===== config.mk =====
export PLATFORM = sky130hd
export DESIGN_NAME = game_controller
export DESIGN_NICKNAME = d
export VERILOG_FILES = /design/src/rtl/game_pkg.sv /design/src/rtl/btn_sync_edge.sv /design/src/rtl/game_controller.sv
export SDC_FILE = /design/constraint.sdc
export NUM_CORES = 1
export LEC_CHECK = 0
export CAP_MARGIN = 20
export CELL_PAD_IN_SITES_DETAIL_PLACEMENT = 1
export CELL_PAD_IN_SITES_GLOBAL_PLACEMENT = 1
export CORE_AREA = 2 2 39 41
export DETAILED_ROUTE_END_ITERATION = 8
export DIE_AREA = 0 0 41 43
export DONT_BUFFER_PORTS = 1
export PLACE_DENSITY = 0.5
export SLEW_MARGIN = 40
export SYNTH_ARGS = -nofsm -noshare
export SYNTH_HDL_FRONTEND = slang
export SYNTH_HIERARCHICAL = 1
export SYNTH_SLANG_ARGS = --single-unit

===== constraint.sdc =====
create_clock -name clock_50 -period 2.3 [get_ports clock_50]
set_input_delay 0.23 -clock clock_50 [delete_from_list [all_inputs] [get_ports clock_50]]
set_output_delay 0.23 -clock clock_50 [all_outputs]
set_load 0.03 [all_outputs]

===== src/rtl/game_pkg.sv =====
// Shared state codes, command bundle and defaults for the game sequencing controller.
package game_pkg;

  localparam logic [2:0] ST_INIT   = 3'd0;
  localparam logic [2:0] ST_SETUP  = 3'd1;
  localparam logic [2:0] ST_SEQ    = 3'd2;
  localparam logic [2:0] ST_PLAY   = 3'd3;
  localparam logic [2:0] ST_CHECK  = 3'd4;
  localparam logic [2:0] ST_NEXT   = 3'd5;
  localparam logic [2:0] ST_RESULT = 3'd6;

  // 10 ms of stable button level at 50 MHz
  localparam int unsigned DEBOUNCE_CYCLES_DEFAULT = 500000;

  typedef struct packed {
    logic r1;
    logic r2;
    logic e1;
    logic e2;
    logic e3;
    logic e4;
    logic sel;
  } cmd_t;

  // Moore decode: commands depend on the registered state only; code 7 drives nothing.
  function automatic cmd_t decode_cmd(input logic [2:0] st);
    cmd_t c;
    c = '0;
    case (st)
      ST_INIT:   begin c.r1 = 1'b1; c.r2 = 1'b1; end
      ST_SETUP:  c.e1 = 1'b1;
      ST_SEQ:    begin c.e3 = 1'b1; c.r2 = 1'b1; end
      ST_PLAY:   c.e2 = 1'b1;
      ST_NEXT:   begin c.e4 = 1'b1; c.r2 = 1'b1; end
      ST_RESULT: c.sel = 1'b1;
      default:   c = '0;
    endcase
    return c;
  endfunction

endpackage


===== src/rtl/btn_sync_edge.sv =====
// Enter-button conditioning: 2-flop synchronizer, optional debounce, falling-edge pulse.
// Debounce is built only when GAME_CTRL_DEBOUNCE_EN is defined.
module btn_sync_edge
  import game_pkg::*;
#(
  parameter int unsigned DEBOUNCE_CYCLES = DEBOUNCE_CYCLES_DEFAULT
) (
  input  logic clock_50,
  input  logic reset_n,
  input  logic btn_n,
  output logic pulse
);

  logic sync1_q, sync2_q;
  logic level_q, level_d;
  logic pulse_q, pulse_d;

  always_ff @(posedge clock_50 or negedge reset_n) begin
    if (!reset_n) begin
      sync1_q <= 1'b1;
      sync2_q <= 1'b1;
      level_q <= 1'b1;
      pulse_q <= 1'b0;
    end else begin
      sync1_q <= btn_n;
      sync2_q <= sync1_q;
      level_q <= level_d;
      pulse_q <= pulse_d;
    end
  end

`ifdef GAME_CTRL_DEBOUNCE_EN
  localparam int unsigned CNT_W = $clog2(DEBOUNCE_CYCLES + 1);

  logic [CNT_W-1:0] cnt_q, cnt_d;

  // Count consecutive cycles the synchronized level differs from the accepted one;
  // a return to the accepted level clears the count.
  always_comb begin
    cnt_d   = '0;
    level_d = level_q;
    if (sync2_q != level_q) begin
      if (cnt_q == CNT_W'(DEBOUNCE_CYCLES - 1)) begin
        level_d = sync2_q;
      end else begin
        cnt_d = cnt_q + 1'b1;
      end
    end
  end

  always_ff @(posedge clock_50 or negedge reset_n) begin
    if (!reset_n) begin
      cnt_q <= '0;
    end else begin
      cnt_q <= cnt_d;
    end
  end
`else
  always_comb level_d = sync2_q;
`endif

  always_comb pulse_d = level_q & ~level_d;

  assign pulse = pulse_q;

endmodule


===== src/rtl/game_controller.sv =====
// Moore sequencing FSM for the memory game datapath; button conditioning in btn_sync_edge.
// Optional enter-button debounce enabled by defining GAME_CTRL_DEBOUNCE_EN.
//
// state  | meaning
// INIT   | clear setup, round, points, timers
// SETUP  | load setup from switches, wait for enter
// SEQ    | FPGA plays back the sequence
// PLAY   | time runs, player enters the sequence
// CHECK  | one idle cycle while match/win settle
// NEXT   | advance round and update points
// RESULT | show result, wait for enter
module game_controller
  import game_pkg::*;
#(
  parameter int unsigned DEBOUNCE_CYCLES = DEBOUNCE_CYCLES_DEFAULT
) (
  input  logic       clock_50,
  input  logic       reset_n,
  input  logic       enter_n,
  input  logic       end_fpga,
  input  logic       end_user,
  input  logic       end_time,
  input  logic       win,
  input  logic       match,
  output logic       r1,
  output logic       r2,
  output logic       e1,
  output logic       e2,
  output logic       e3,
  output logic       e4,
  output logic       sel,
  output logic [2:0] state_o
);

  logic [2:0] state_q, state_d;
  logic       enter_pulse;
  cmd_t       cmd;

  btn_sync_edge #(
    .DEBOUNCE_CYCLES(DEBOUNCE_CYCLES)
  ) u_btn (
    .clock_50(clock_50),
    .reset_n (reset_n),
    .btn_n   (enter_n),
    .pulse   (enter_pulse)
  );

  // Pulses outside SETUP/RESULT fall through unused, so nothing is queued.
  always_comb begin
    state_d = state_q;
    case (state_q)
      ST_INIT:   state_d = ST_SETUP;
      ST_SETUP:  if (enter_pulse) state_d = ST_SEQ;
      ST_SEQ:    if (end_fpga) state_d = ST_PLAY;
      ST_PLAY: begin
        if (end_time) begin
          state_d = ST_RESULT;
        end else if (end_user) begin
          state_d = ST_CHECK;
        end
      end
      ST_CHECK:  state_d = (match && !win) ? ST_NEXT : ST_RESULT;
      ST_NEXT:   state_d = ST_SEQ;
      ST_RESULT: if (enter_pulse) state_d = ST_INIT;
      default:   state_d = ST_INIT;
    endcase
  end

  always_ff @(posedge clock_50 or negedge reset_n) begin
    if (!reset_n) begin
      state_q <= ST_INIT;
    end else begin
      state_q <= state_d;
    end
  end

  assign cmd     = decode_cmd(state_q);
  assign r1      = cmd.r1;
  assign r2      = cmd.r2;
  assign e1      = cmd.e1;
  assign e2      = cmd.e2;
  assign e3      = cmd.e3;
  assign e4      = cmd.e4;
  assign sel     = cmd.sel;
  assign state_o = state_q;

endmodule


==> results of run 1 <==
registers in the layout (all words and copies together) (netlist names):
name / flops
state_o: 3
u_btn/level_d: 1
u_btn/sync1_q: 1
u_btn/level_q: 1
u_btn/pulse: 1
placed cells by master, fill, tap and decap left out, types with 2 or more instances in the layout:
master and instances:
a21o_1 2, a21oi_1 3, dfstp_2 3, buf_4 4, clkbuf_4 3, inv_1 2, nor3_1 2, dlygate4sd3_1 2
and3_1 2, nand3b_1 2, dfrtp_1 4
layer usage:
| layer | track usage [%] | part of all wire (%) | vias to the layer above |
|---|---|---|---|
| met1 | 15.4 | 38 | 153 |
| met3 | 1.57 | 5.6 | 2 |
| met2 | 20.0 | 54 | 11 |
| met5 | 0 | 0 | - |
| met4 | 8.00 | 1.8 | 0 |
| li1 | - | - | 145 |
kinds of logic (layout without fill, tap and decap cells):
group,count (synthesis),count (layout),share of synthesized area (%)
DFF,7,7,46.3
and+or+nand+nor,14,14,26.2
AOI/OAI and AO/OA,11,11,21.4
buffers and inverters,4,12,6.15
worst paths after layout:
kind / to / slack [ns] / cells past startpoint
min in group asynchronous: state_o[1] / 0.30 / 1
max in group asynchronous: u_btn/level_d / 1.72 / 1
hold reg to reg: u_btn/level_d / 0.36 / 0
setup / recovery: r2 / 0.42 / 3
hold / removal: state_o[2] / 0.17 / 2
setup reg to reg: state_o[2] / 0.74 / 4
area by class of cell:
cell class              instances  area [um^2]
clock buffers                   4         26.3
fillers                       166          917
inverters                       2         7.51
multi-input cells              25          184
flip-flops and latches          7          179
well taps                      16         20.0
repair buffers                  6         50.0
metrics by stage:
step                      setup WS [ns]  cell area [um^2]
after floorplan                   0.494               387
after global placement            0.745               420
after detailed placement          0.679               420
after CTS                         0.399               467
after global routing              0.295               467
final                             0.417               467
power breakdown:
group,leakage (nW),internal (W),switching [W]
Combinational,0.112,0.000127,0.000237
Sequential,0.0811,0.000153,0.0000986
Clock,0.0150,0.0000660,0.0000418
Total,0.208,0.000346,0.000378
worst max-delay path, stage by stage, from the launching register on:
cell     delay (ns)
dfrtp_1        0.69
inv_1          0.24
nor3_2         0.21
a21o_1         0.27
what timing repair did:
action                                  in CTS  in global routing
endpoints found under the setup margin       0                  0
hold buffers                                 2                  0
endpoints found under the hold margin        8                  0
==> results_dict.tcl, run 1 <==
set metrics [dict create \
    startpoint_type "register" \
    post-dp-hpwl_um 718 \
    endpoint_kind "output port" \
    dr_total_vias 311 \
    path_clk_slew_ns 0.05 \
    finalPower_w 0.000724 \
    synth.distinct_cells 24 \
    grt_pass1_wl_mm 1.50 \
    synth_edf_count 0 \
    die_w_um 41 \
    drt_iter0_drc 0 \
    cts_buffer_depth 2 \
    syn_to_final_growth_pct 20.7 \
    cts_setup_buffers 0 \
    utilization_pct 33.7 \
    synthTopCellsByCount "dfrtp_1, a21oi_1, dfstp_2" \
    fin_crit_ns 1.88 \
    crit_required_ns 2.07 \
    crit_fanout 11 \
    synth.avg_cell_area_um2 10.7 \
    dr.pass1.iters 1 \
    place_congestion 0.625 \
    synth-async-reset-ratio_pct 100 \
    yosysWarnings 6 \
    max-cap-violations 0 \
    status "completed" \
    cts_resized 0 \
    numPortBuffers 0 \
    drive_above_1_share_pct 34.1 \
    clock-root-buffer "clkbuf_4" \
    p_leak_nw 0.208 \
    finalWirelength_um 870 \
    synth-seq-cells 7 \
    core_um2 1380 \
    pin_count 18 \
    hold_viol 0 \
    fmax_mhz 531 \
    drc 0 \
    yosys-top-cells-area "dfrtp_1, dfstp_2, a21oi_1, a21o_1, nand3b_1" \
    period_share_pct 81.9 \
    yosysTopAreaCellShare_pct 25.9 \
    critPathKind "reg -> out" \
    via_per_inst 5.18 \
    post_drt_wl_per_cell_um 14.5 \
    ys.flop_type "dfrtp_1" \
    totalNegativeSetupSlack_ns 0 \
    fin_nets 53 \
    rsz0062_at_grt "false" \
    p_per_area_nw_per_um2 1550 \
    whs_ns 0.171 \
    finalNonFillerCells 60 \
    drv_slew 0 \
    syn-instance-count 36 \
    h-tree-depth 1 \
    n_antenna_cell 0 \
    place_inst 54 \
    cts.sinks 7 \
    setup.worst_path.start "state_o[0]" \
    syn_nets 44 \
    clock_skew_ns 0.00240 \
    yosysTopAreaCell "dfrtp_1" \
    holdCritStartpoint "end_user" \
    worstReg2RegStart "state_o[1]" \
    max_slew_margin_pct 63.2 \
    grt_max_degree 14 \
    clk_latency_ns 0.25 \
    die_y_um 43 \
    ys_seq_area_share_pct 46.3 \
    grt_util_all_layers_pct 12.7 \
    ant_nets 0 \
    arrival_ns 1.65 \
    grt_overflow 0 \
    start_util_pct 27.9 \
    yosysMostFrequentCell "dfrtp_1" \
    rows 14 \
    cts_tree "done" \
    tightest_slew_ns 0.553 \
    antenna_found_initial 0 \
    cts_buffers 3 \
    syn-cell-area_um2 387 \
    finalSetupViolCount 0 \
    grt_pass1_vias 346 \
    hold_class "in -> reg" \
    vdd.ir_drop.worst_uv 432 \
    die-area_um2 1760 \
]
Note: power is estimated with default switching activity, not from simulation.
==> run 2, diff against run 1 <==
--- a/config.mk
+++ b/config.mk
@@ -12,7 +12,7 @@
 export DETAILED_ROUTE_END_ITERATION = 8
 export DIE_AREA = 0 0 41 43
 export DONT_BUFFER_PORTS = 1
-export PLACE_DENSITY = 0.5
+export PLACE_DENSITY = 0.52
 export SLEW_MARGIN = 40
 export SYNTH_ARGS = -nofsm -noshare
 export SYNTH_HDL_FRONTEND = slang
==> constraint.sdc (replaced) <==
create_clock -name clock_50 -period 1.7 [get_ports clock_50]
set_input_delay 0.17 -clock clock_50 [delete_from_list [all_inputs] [get_ports clock_50]]
set_output_delay 0.17 -clock clock_50 [all_outputs]
set_load 0.03 [all_outputs]
==> results_dict.tcl, run 2 (synthesized netlist as in run 1, its figures left out) <==
set metrics [dict create \
    post_drt_wl_per_cell_um 14.9 \
    die_w_um 41 \
    crit_slowest_cell "dfrtp_1" \
    path_clk_slew_ns 0.05 \
    grt_pass1_vias 361 \
    rsz0062_at_grt "false" \
    cts_tree "done" \
    fin_nets 56 \
    max_slew_margin_pct 77.8 \
    via_per_inst 5.06 \
    fin_crit_ns 1.58 \
    startpoint_type "register" \
    drv_slew 0 \
    die-area_um2 1760 \
    dr.pass1.iters 1 \
    postPlaceCellArea_um2 454 \
    arrival_ns 1.41 \
    die_y_um 43 \
    status "completed" \
    n_antenna_cell 0 \
    worstPathCellList "inv_1, nor3_4, a21o_1" \
    post-dp-hpwl_um 768 \
    numPortBuffers 0 \
    syn_to_final_growth_pct 29.8 \
    totalNegativeSetupSlack_ns 0 \
    tightest_slew_ns 0.334 \
    place_inst 57 \
    h-tree-depth 1 \
    p_int_w 0.000514 \
    rows 14 \
    p_leak_nw 0.227 \
    crit_required_ns 1.53 \
    cts_buffers 3 \
    largest_register_ffs 3 \
    finalSetupViolCount 0 \
    grt_overflow 0 \
    net-switching-power_w 0.000543 \
    p_per_area_nw_per_um2 2110 \
    pin_count 18 \
    hold_viol 0 \
    slowest_delay_ns 0.52 \
    finalWirelength_um 937 \
    crit_fanout 10 \
    hold_class "in -> reg" \
    clock-root-buffer "clkbuf_4" \
    antenna_found_initial 0 \
    mostFrequentLayoutCell "buf_4" \
    drt_iter0_drc 0 \
    p_sw_share_pct 51.4 \
    period_share_pct 92.8 \
    grt_util_all_layers_pct 13.2 \
    cts_setup_buffers 0 \
    layout_common_cells "buf_4, a21oi_1, clkbuf_4, dfrtp_1, dfstp_2" \
    core_um2 1380 \
    fmax_mhz 634 \
    clk_latency_ns 0.25 \
    vdd.ir_drop.worst_uv 533 \
    power_frac_clock_pct 14.0 \
    whs_ns 0.119 \
    drive_above_1_share_pct 42.6 \
    dr_total_vias 319 \
    cts.sinks 7 \
    start_util_pct 27.9 \
    drc 0 \
    finalNonFillerCells 63 \
    stdcell_area_um2 502 \
    clock_skew_ns 0.00622 \
    place_congestion 0.672 \
    seqPwrFrac_pct 31.0 \
    endpoint_kind "output port" \
    max-cap-violations 0 \
    grt_pass1_wl_mm 1.52 \
    grt_max_degree 12 \
    cts_buffer_depth 2 \
    ant_nets 0 \
    critPathKind "reg -> out" \
    power.combinational.fraction_pct 54.9 \
]
## run 2: path summary, 6_finish.rpt
| kind | startpoint | end | slack, ns | depth (start not counted) |
|---|---|---|---|---|
| worst max register to register | state_o[1] | state_o[1] | 0.45 | 4 |
| worst max-delay path | state_o[0] | r2 | 0.12 | 3 |
| min in group asynchronous | reset_n | u_btn/pulse | 0.24 | 1 |
| worst min register to register | u_btn/sync1_q | u_btn/level_d | 0.36 | 0 |
| worst min-delay path | end_user | state_o[2] | 0.12 | 2 |
| max in group asynchronous | reset_n | u_btn/level_q | 1.17 | 1 |
## run 2: repair_timing
action,in CTS,in global routing
endpoints found under the hold margin,8,0
resized for setup,0,1
hold buffers,2,0
endpoints found under the setup margin,0,1
## run 2: power by group through the flow
stage / sequential, W / clock (W) / combinational (W)
after floorplan: 0.000315 / 0 / 0.000446
after global placement: 0.000326 / 0 / 0.000559
final: 0.000328 / 0.000149 / 0.000581
after CTS: 0.000327 / 0.000159 / 0.000587
after detailed placement: 0.000328 / 0 / 0.000580
after global routing: 0.000338 / 0.000172 / 0.000619
## run 2: cell type report
| class | instances | area (um^2) |
|---|---|---|
| Clock buffer | 4 | 26.3 |
| Fill cell | 160 | 882 |
| Inverter | 2 | 7.51 |
| Multi-Input combinational cell | 25 | 195 |
| Sequential cell | 7 | 180 |
| Tap cell | 16 | 20.0 |
| Timing Repair Buffer | 9 | 72.6 |
## run 2: critical path: cells and delay by family, from the launching register on
kind	cells	cell delay, ns
AO/OA/AOI/OAI	1	0.27
flip-flops	1	0.52
AND/OR/NAND/NOR	1	0.16
buffers and inverters	1	0.20
## run 2: metrics by stage
stage | setup slack [ns] | util (%) | power (W)
floorplan | 0.0494 | - | 0.000761
global placement | 0.337 | 32.8 | 0.000885
detailed placement | 0.297 | 32.8 | 0.000908
CTS | 0.00694 | 36.2 | 0.00107
global route | 0.0230 | 36.3 | 0.00113
finish | 0.123 | 36.3 | 0.00106
## run 2: metal layers
layer	part of all wire (%)	vias up	routed length [um]	global-route usage [%]
li1	-	154	-	-
met1	36	158	340	13.3
met2	58	7	545	21.3
met3	5.3	0	50	3.66
met4	0	0	0	10.0
met5	0	-	0	0
